==> src/rtl/apb_pkg.sv <==
// Shared APB definitions: transfer FSM states, default bus widths and the command record
// used by the master and by the environment drivers.
package apb_pkg;

    localparam int APB_ADDR_W = 8;
    localparam int APB_DATA_W = 32;

    typedef enum logic [1:0] {
        IDLE   = 2'd0,
        SETUP  = 2'd1,
        ACCESS = 2'd2,
        RESP   = 2'd3
    } apb_state_e;

    typedef struct packed {
        logic                  write;
        logic [APB_ADDR_W-1:0] addr;
        logic [APB_DATA_W-1:0] wdata;
    } apb_cmd_t;

endpackage

==> src/rtl/apb_timeout_cnt.sv <==
// ACCESS wait-state counter; done flags the wait cycle that reaches LIMIT.
module apb_timeout_cnt #(
    parameter int LIMIT = 16
) (
    input  logic pclk,
    input  logic prst,
    input  logic clr,
    input  logic inc,
    output logic done
);

    localparam int CW = $clog2(LIMIT + 1);

    logic [CW-1:0] cnt_q;
    logic [CW-1:0] cnt_d;

    // Next count: clear wins, increments saturate at LIMIT.
    always_comb begin
        cnt_d = cnt_q;
        if (clr) begin
            cnt_d = {CW{1'b0}};
        end else if (inc && (cnt_q != CW'(LIMIT))) begin
            cnt_d = cnt_q + 1'b1;
        end else begin
            cnt_d = cnt_q;
        end
    end

    // Count register with synchronous active-low reset.
    always_ff @(posedge pclk) begin
        if (!prst) begin
            cnt_q <= {CW{1'b0}};
        end else begin
            cnt_q <= cnt_d;
        end
    end

    assign done = inc && (cnt_q == CW'(LIMIT - 1));

endmodule

==> src/rtl/apb_master.sv <==
// APB initiator: one command at a time, SETUP -> ACCESS on the bus, result on a response port.
// Optional ACCESS timeout is compiled in with `define APB_TIMEOUT_EN.
module apb_master
    import apb_pkg::*;
#(
    parameter int ADDR_W         = APB_ADDR_W,
    parameter int DATA_W         = APB_DATA_W,
    parameter int TIMEOUT_CYCLES = 16
) (
    input  logic              pclk,
    input  logic              prst,
    input  logic              cmd_valid,
    output logic              cmd_ready,
    input  logic              cmd_write,
    input  logic [ADDR_W-1:0] cmd_addr,
    input  logic [DATA_W-1:0] cmd_wdata,
    output logic              rsp_valid,
    input  logic              rsp_ready,
    output logic [DATA_W-1:0] rsp_rdata,
    output logic              rsp_err,
    output logic [ADDR_W-1:0] paddr,
    output logic              pselx,
    output logic              penable,
    output logic              pwrite,
    output logic [DATA_W-1:0] pwdata,
    input  logic              pready,
    input  logic              pslverr,
    input  logic [DATA_W-1:0] prdata
);

    if (TIMEOUT_CYCLES < 1) begin : g_bad_timeout_cfg
        $error("apb_master: TIMEOUT_CYCLES must be at least 1");
    end

    apb_state_e        state_q,     state_d;
    logic [ADDR_W-1:0] paddr_q,     paddr_d;
    logic              pwrite_q,    pwrite_d;
    logic [DATA_W-1:0] pwdata_q,    pwdata_d;
    logic              pselx_q,     pselx_d;
    logic              penable_q,   penable_d;
    logic              rsp_valid_q, rsp_valid_d;
    logic [DATA_W-1:0] rsp_rdata_q, rsp_rdata_d;
    logic              rsp_err_q,   rsp_err_d;
    logic              timeout_hit;

`ifdef APB_TIMEOUT_EN
    apb_timeout_cnt #(
        .LIMIT (TIMEOUT_CYCLES)
    ) u_timeout_cnt (
        .pclk (pclk),
        .prst (prst),
        .clr  (state_q == SETUP),
        .inc  ((state_q == ACCESS) && !pready),
        .done (timeout_hit)
    );
`else
    assign timeout_hit = 1'b0;
`endif

    assign cmd_ready = (state_q == IDLE) && prst;

    // Next-state and next-output logic for the transfer FSM.
    always_comb begin
        state_d     = state_q;
        paddr_d     = paddr_q;
        pwrite_d    = pwrite_q;
        pwdata_d    = pwdata_q;
        pselx_d     = pselx_q;
        penable_d   = penable_q;
        rsp_valid_d = rsp_valid_q;
        rsp_rdata_d = rsp_rdata_q;
        rsp_err_d   = rsp_err_q;
        case (state_q)
            IDLE: begin
                if (cmd_valid) begin
                    state_d  = SETUP;
                    paddr_d  = cmd_addr;
                    pwrite_d = cmd_write;
                    pwdata_d = cmd_write ? cmd_wdata : {DATA_W{1'b0}};
                    pselx_d  = 1'b1;
                end else begin
                    state_d = IDLE;
                end
            end
            SETUP: begin
                state_d   = ACCESS;
                penable_d = 1'b1;
            end
            ACCESS: begin
                // pready on the limit cycle takes priority over the timeout.
                if (pready) begin
                    state_d     = RESP;
                    pselx_d     = 1'b0;
                    penable_d   = 1'b0;
                    rsp_valid_d = 1'b1;
                    rsp_rdata_d = pwrite_q ? {DATA_W{1'b0}} : prdata;
                    rsp_err_d   = pslverr;
                end else if (timeout_hit) begin
                    state_d     = RESP;
                    pselx_d     = 1'b0;
                    penable_d   = 1'b0;
                    rsp_valid_d = 1'b1;
                    rsp_rdata_d = {DATA_W{1'b0}};
                    rsp_err_d   = 1'b1;
                end else begin
                    state_d = ACCESS;
                end
            end
            RESP: begin
                if (rsp_ready) begin
                    state_d     = IDLE;
                    rsp_valid_d = 1'b0;
                end else begin
                    state_d = RESP;
                end
            end
            default: begin
                state_d     = IDLE;
                pselx_d     = 1'b0;
                penable_d   = 1'b0;
                rsp_valid_d = 1'b0;
            end
        endcase
    end

    // State and registered bus/response outputs; reset aborts any transfer in flight.
    always_ff @(posedge pclk) begin
        if (!prst) begin
            state_q     <= IDLE;
            paddr_q     <= {ADDR_W{1'b0}};
            pwrite_q    <= 1'b0;
            pwdata_q    <= {DATA_W{1'b0}};
            pselx_q     <= 1'b0;
            penable_q   <= 1'b0;
            rsp_valid_q <= 1'b0;
            rsp_rdata_q <= {DATA_W{1'b0}};
            rsp_err_q   <= 1'b0;
        end else begin
            state_q     <= state_d;
            paddr_q     <= paddr_d;
            pwrite_q    <= pwrite_d;
            pwdata_q    <= pwdata_d;
            pselx_q     <= pselx_d;
            penable_q   <= penable_d;
            rsp_valid_q <= rsp_valid_d;
            rsp_rdata_q <= rsp_rdata_d;
            rsp_err_q   <= rsp_err_d;
        end
    end

    assign paddr     = paddr_q;
    assign pwrite    = pwrite_q;
    assign pwdata    = pwdata_q;
    assign pselx     = pselx_q;
    assign penable   = penable_q;
    assign rsp_valid = rsp_valid_q;
    assign rsp_rdata = rsp_rdata_q;
    assign rsp_err   = rsp_err_q;

endmodule

==> config.mk <==
export PLATFORM = sky130hd
export DESIGN_NAME = apb_master
export DESIGN_NICKNAME = d
export VERILOG_FILES = /design/src/rtl/apb_pkg.sv /design/src/rtl/apb_timeout_cnt.sv /design/src/rtl/apb_master.sv
export SDC_FILE = /design/constraint.sdc
export NUM_CORES = 1
export LEC_CHECK = 0
export CAP_MARGIN = 20
export CORE_AREA = 3 3 98 100
export DETAILED_ROUTE_END_ITERATION = 6
export DIE_AREA = 0 0 101 103
export PLACE_DENSITY_LB_ADDON = 0.1
export SYNTH_ARGS = -nofsm -noshare
export SYNTH_HDL_FRONTEND = slang
export SYNTH_SLANG_ARGS = --single-unit
export TNS_END_PERCENT = 50
==> constraint.sdc <==
create_clock -name pclk -period 1.1 [get_ports pclk]
set_input_delay 0.22 -clock pclk [delete_from_list [all_inputs] [get_ports pclk]]
set_output_delay 0.22 -clock pclk [all_outputs]
set_load 0.005 [all_outputs]
==> impl_metrics.env, run 1 <==
export IMPL_synth_area_um2=3130
export IMPL_fin_nets=595
export IMPL_drt_pre_antenna_iters=4
export IMPL_synth_fp_nets=441
export IMPL_finalHoldViolCount=0
export IMPL_cts_clk_slew_worst_paths_ps=90
export IMPL_layout_setup_ws_ps=-187
export IMPL_critPathKind="flop to flop"
export IMPL_grt_pass1_vias=2980
export IMPL_cp_num_buf_inv=4
export IMPL_port_buffers=156
export IMPL_power_switching_uw=1700
export IMPL_synth_area_top_cells="dfxtp_1, nand2_1, nand4b_1"
export IMPL_wl_mm=9.88
export IMPL_pin_count=157
export IMPL_diodes=0
export IMPL_grt_util_met2_pct=28.8
export IMPL_synth_top_cell_by_area="dfxtp_1"
export IMPL_finalSetupViolCount=78
export IMPL_postRouteAntennaNets=0
export IMPL_avgSynthCellArea_um2=8.64
export IMPL_die_w_um=101
export IMPL_dpl_hpwl_mm=6.21
export IMPL_final_cells=629
export IMPL_grt_util_met3_pct=5.68
export IMPL_grt_pass1_wl_mm=15.0
export IMPL_dieArea_um2=10400
export IMPL_cp_max_fo=6
export IMPL_fill_cells=819
export IMPL_maxSlewViolCount=0
export IMPL_crit_path_end_kind="flop"
export IMPL_htree_levels=3
export IMPL_drt_iter0_drc=76
export IMPL_grt_antenna_before_repair=0
export IMPL_rsz0062_at_grt="true"
export IMPL_core_region_area_um2=8760
export IMPL_synth_distinct_cells=26
export IMPL_period_needed_ps=1290
export IMPL_clk_latency_ps=350
export IMPL_vias_per_cell=5.08
export IMPL_max_slew_margin_pct=63.0
export IMPL_ir_worst_vdd_mv=0.642
export IMPL_cp_slowest_stage_delay_ps=330
export IMPL_crit_top_cell="buf_6"
export IMPL_cts_hold_buffers_added=0
export IMPL_p_int_uw=4870
export IMPL_ys_warn_count=0
export IMPL_synth_top_area_share_pct=50.6
export IMPL_cp_cell_sequence="buf_6 > nor3b_4 > buf_6 > buf_12 > buf_16 > nand3_2 > o21ai_1"
export IMPL_fin_skew_ps=10.7
export IMPL_p_clk_share_pct=32.6
export IMPL_met1_usage_pct=23.7
export IMPL_cap_violations=0
export IMPL_cpMaxStageDelayCell="dfxtp_2"
export IMPL_row_count=34
export IMPL_post_route_period_util_pct=117
export IMPL_final_common_cell="dfxtp_2"
export IMPL_drive_gt1_share_pct=41.5
export IMPL_crit_family="buffers and inverters"
export IMPL_final_cell_mix="dfxtp_2, clkdlybuf4s50_1, buf_2"
export IMPL_finalCoreUtilization_pct=56.6
export IMPL_powerDensity_nw_per_um2=1330
export IMPL_clockBufferDepth=2
export IMPL_grt_usage_pct=18.1
export IMPL_drc_errors=0
export IMPL_syn_to_final_growth_pct=58.7
export IMPL_die_height_um=103
export IMPL_place_gp_congestion=0.768
export IMPL_comb_power_share_pct=20.2
export IMPL_switching_share_pct=25.9
export IMPL_status="complete, but fails checks"
export IMPL_cp_start_kind="flop"
export IMPL_power_leakage_uw=0.00220
export IMPL_worstPathArrival_ps=1560
export IMPL_start_util_pct=35.7
export IMPL_failed_checks="setup timing"
export IMPL_dp_cells=600
export IMPL_hp_class="input port to flop"
export IMPL_clock_sinks=79
export IMPL_fmax_ghz=0.777
export IMPL_worst_slew_pin_slew_ps=555
export IMPL_cts_root_buffer="clkbuf_8"
export IMPL_busiest_layer="met2"
export IMPL_cts_buffers=9
export IMPL_wl_per_cell_um=15.7
export IMPL_grt_overflow=0
export IMPL_required_ps=1370
export IMPL_power_share_sequential_pct=47.3
export IMPL_seq_area_frac_synth_pct=50.6
export IMPL_synthCells=362
export IMPL_vias=3196
export IMPL_ys_seq_elements=79
export IMPL_grt_start_max_net_pins=95
export IMPL_cts_tree="yes"
## worst min-delay path: cells and delay by family
kind                   cells  cell delay (ps)
AO/OA/AOI/OAI              1               60
AND/OR/NAND/NOR            1               80
buffers and inverters      1              390
## registers in the layout, indices dropped and copies added (netlist names)
signal     count
pwdata        32
pwrite         1
rsp_err        1
pselx          1
paddr          8
rsp_valid      1
penable        1
rsp_rdata     32
state_q        2
## final timing paths
check | from | endpoint | slack [ps] | depth (start not counted)
setup / recovery | state_q[1] | paddr[2] | -190 | 7
hold / removal | cmd_wdata[23] | pwdata[23] | 430 | 3
setup reg to reg | state_q[1] | paddr[2] | -190 | 7
hold reg to reg | rsp_rdata[20] | rsp_rdata[20] | 450 | 2
## power groups by stage
stage                     combinational (uW)  sequential, uW  clock (uW)
final                                   1330            3110        2140
after global routing                    1430            3130        2360
after CTS                               1260            3110        2210
after detailed placement                1200            3150           0
after global placement                  1190            3150           0
after floorplan                          521            3160           0
## Yosys cell counts, drive strengths merged
cell and instances:
nand3b 1, nor2 2, nand2 75, a21oi 3
dfxtp 79, mux2 1, inv 1, and3b 1
o21a 1, clkbuf 18, nand4 32, buf 24
a31oi 1, nand3 43, nor3b 2, a21boi 1
o211a 1, o21ai 43, nor2b 1, nand4b 32
## stage by stage
step                setup WS (ps)  TNS [ps]  hold slack [ps]  area (um^2)  total power, uW
finish                       -187     -8490              429         4960             6580
global route                 -251    -13790              426         4960             6920
CTS                          -172     -8320              415         4880             6570
detailed placement           -485    -29780              442         4790             4350
global placement             -445    -28210              435         4790             4340
floorplan                   -24.5     -1420              330         3170             3680
## kinds of logic after synthesis
| family | Yosys count | share of synthesized area (%) |
|---|---|---|
| and+or+nand+nor | 189 | 33.0 |
| DFF | 79 | 50.6 |
| AOI/OAI and AO/OA | 50 | 8.36 |
| buffers and inverters | 43 | 7.72 |
| muxes | 1 | 0.360 |
## routing by layer
layer	share of wire, %	vias to the layer above
li1	-	1593
met2	47	97
met1	44	1497
met5	0	-
met3	7.6	9
met4	1.0	0
## layout make-up
type | count | area, um^2 | area share, %
repair buffers | 185 | 1590 | 32.0
clock inverters | 6 | 60.1 | 1.21
well taps | 108 | 135 | 2.72
flip-flops and latches | 79 | 1680 | 33.8
clock buffers | 10 | 138 | 2.77
multi-input cells | 240 | 1360 | 27.3
inverters | 1 | 3.75 | 0.0757
## repair_timing
| action | 4_1_cts | 5_1_grt |
|---|---|---|
| hold endpoints to repair | 0 | 0 |
| setup buffers | 6 | 2 |
| cloned | 3 | 3 |
| pin swaps | 35 | 8 |
| resized for setup | 404 | 16 |
| setup endpoints to repair | 155 | 81 |
Note: power is estimated with default switching activity, not from simulation.
==> run 2, diff against run 1 <==
- ABC_CLOCK_PERIOD_IN_PS: default -> 1100
==> results of run 2 <==
Final layout, timing and power as in run 1 (identical DEF).
==> run 3, diff against run 2 <==
- MAX_ROUTING_LAYER: default -> met4
==> impl_metrics.env, run 3 (synthesized netlist as in run 1, its figures left out) <==
export IMPL_required_ps=1370
export IMPL_worstPathArrival_ps=1560
export IMPL_reg2reg_to="paddr[2]"
export IMPL_worst_slew_pin_slew_ps=550
export IMPL_crit_top_cell="buf_6"
export IMPL_drc_errors=0
export IMPL_wl_mm=9.87
export IMPL_cts_buffers=9
export IMPL_grt_start_max_net_pins=95
export IMPL_critPathKind="flop to flop"
export IMPL_syn_to_final_growth_pct=58.7
export IMPL_diodes=0
export IMPL_vias=3216
export IMPL_startpoint="state_q[1]"
export IMPL_die_height_um=103
export IMPL_r2r_slack_ps=-190
export IMPL_clk_latency_ps=340
export IMPL_fin_nets=595
export IMPL_maxSlewViolCount=0
export IMPL_final_cell_mix="dfxtp_2, clkdlybuf4s50_1, buf_2"
export IMPL_place_ws_ps=-485
export IMPL_die_w_um=101
export IMPL_cp_slowest_stage_delay_ps=330
export IMPL_clock_sinks=79
export IMPL_status="complete, but fails checks"
export IMPL_drt_iter0_drc=95
export IMPL_cap_violations=0
export IMPL_powerDensity_nw_per_um2=1320
export IMPL_dpl_hpwl_mm=6.21
export IMPL_min_from="cmd_wdata[23]"
export IMPL_finalHoldViolCount=0
export IMPL_fin_skew_ps=11.1
export IMPL_clockBufferDepth=2
export IMPL_fmax_ghz=0.778
export IMPL_finalSetupViolCount=78
export IMPL_reg2reg_depth=7
export IMPL_cts_clk_slew_worst_paths_ps=80
export IMPL_hold_depth=3
export IMPL_grt_antenna_before_repair=0
export IMPL_cts_root_buffer="clkbuf_8"
export IMPL_start_util_pct=35.7
export IMPL_postRouteAntennaNets=0
export IMPL_row_count=34
export IMPL_hp_class="input port to flop"
export IMPL_core_region_area_um2=8760
export IMPL_port_buffers=156
export IMPL_cp_start_kind="flop"
export IMPL_grt_usage_pct=18.6
export IMPL_final_cells=629
export IMPL_layout_setup_ws_ps=-186
export IMPL_critPathCapture="paddr[2]"
export IMPL_cts_tree="yes"
export IMPL_wl_per_cell_um=15.7
export IMPL_grt_pass1_wl_mm=15.0
export IMPL_final_common_cell="dfxtp_2"
export IMPL_cts_hold_buffers_added=0
export IMPL_rsz0062_at_grt="true"
export IMPL_max_slew_margin_pct=63.4
export IMPL_failed_checks="setup timing"
export IMPL_pin_count=157
export IMPL_drive_gt1_share_pct=41.5
export IMPL_cp_cell_sequence="buf_6 > nor3b_4 > buf_6 > buf_12 > buf_16 > nand3_2 > o21ai_1"
export IMPL_ir_worst_vdd_mv=0.641
export IMPL_grt_overflow=0
export IMPL_setup_tns_ps=-8450
export IMPL_power_leakage_uw=0.00220
export IMPL_post_route_period_util_pct=117
export IMPL_drt_pre_antenna_iters=4
export IMPL_crit_path_end_kind="flop"
export IMPL_vias_per_cell=5.11
export IMPL_htree_levels=3
export IMPL_dp_cells=600
export IMPL_dieArea_um2=10400
export IMPL_cp_max_fo=6
export IMPL_cpMaxStageDelayCell="dfxtp_2"
export IMPL_period_needed_ps=1290
export IMPL_grt_pass1_vias=2969
export IMPL_place_gp_congestion=0.778
export IMPL_timing_rr_start="state_q[1]"
run 3: cell counts in the layout (fill, tap and decap cells not counted):
Identical to the previous run, type by type.
run 3: repair_timing:
action                     4_1_cts  5_1_grt
gates cloned                     3        3
pin swaps                       35        8
setup buffers                    6        2
gates resized for setup        404       16
setup endpoints to repair      155       81
run 3: cell type report:
class                           instances  area (um^2)
Fill cell                             819         3800
Sequential cell                        79         1680
Timing Repair Buffer                  185         1590
Multi-Input combinational cell        240         1360
Clock buffer                           10          138
Tap cell                              108          135
Clock inverter                          6         60.1
Inverter                                1         3.75
run 3: routing by layer:
metal	routed length, um	global-route usage, %	vias to the layer above	share of wire, %
met5	0	-	-	0
met4	123	6.34	0	1.2
met3	642	3.99	11	6.5
met2	4710	28.8	101	48
met1	4400	24.2	1508	45
li1	-	-	1596	-
run 3: worst min path at each step:
stage	slack (ps)	end
floorplan	330	state_q[1]
global placement	440	pwdata[22]
detailed placement	440	pwdata[17]
CTS	420	pwdata[24]
global route	430	rsp_rdata[26]
finish	440	pwdata[23]
run 3: per-stage QoR:
stage | hold slack, ps | area [um^2] | power [uW] | util [%]
6_report | 435 | 4960 | 6570 | 56.6
3_5_place_dp | 442 | 4790 | 4350 | 54.6
4_1_cts | 415 | 4880 | 6570 | 55.7
2_1_floorplan | 330 | 3170 | 3680 | -
5_1_grt | 432 | 4960 | 6910 | 56.6
3_3_place_gp | 435 | 4790 | 4340 | 54.6
run 3: power by group:
group	switching (uW)	leakage (uW)	internal, uW	total (uW)
combinational	588	0.00142	736	1320
sequential	69.9	0.000678	3040	3110
clock	1040	0.0000981	1100	2140
run 3: worst max-delay path: cells and delay by family (launching register included):
family / cells / cell delay, ps
AOI/OAI and AO/OA: 1 / 80
buffers and inverters: 4 / 580
DFF: 1 / 330
and+or+nand+nor: 2 / 240
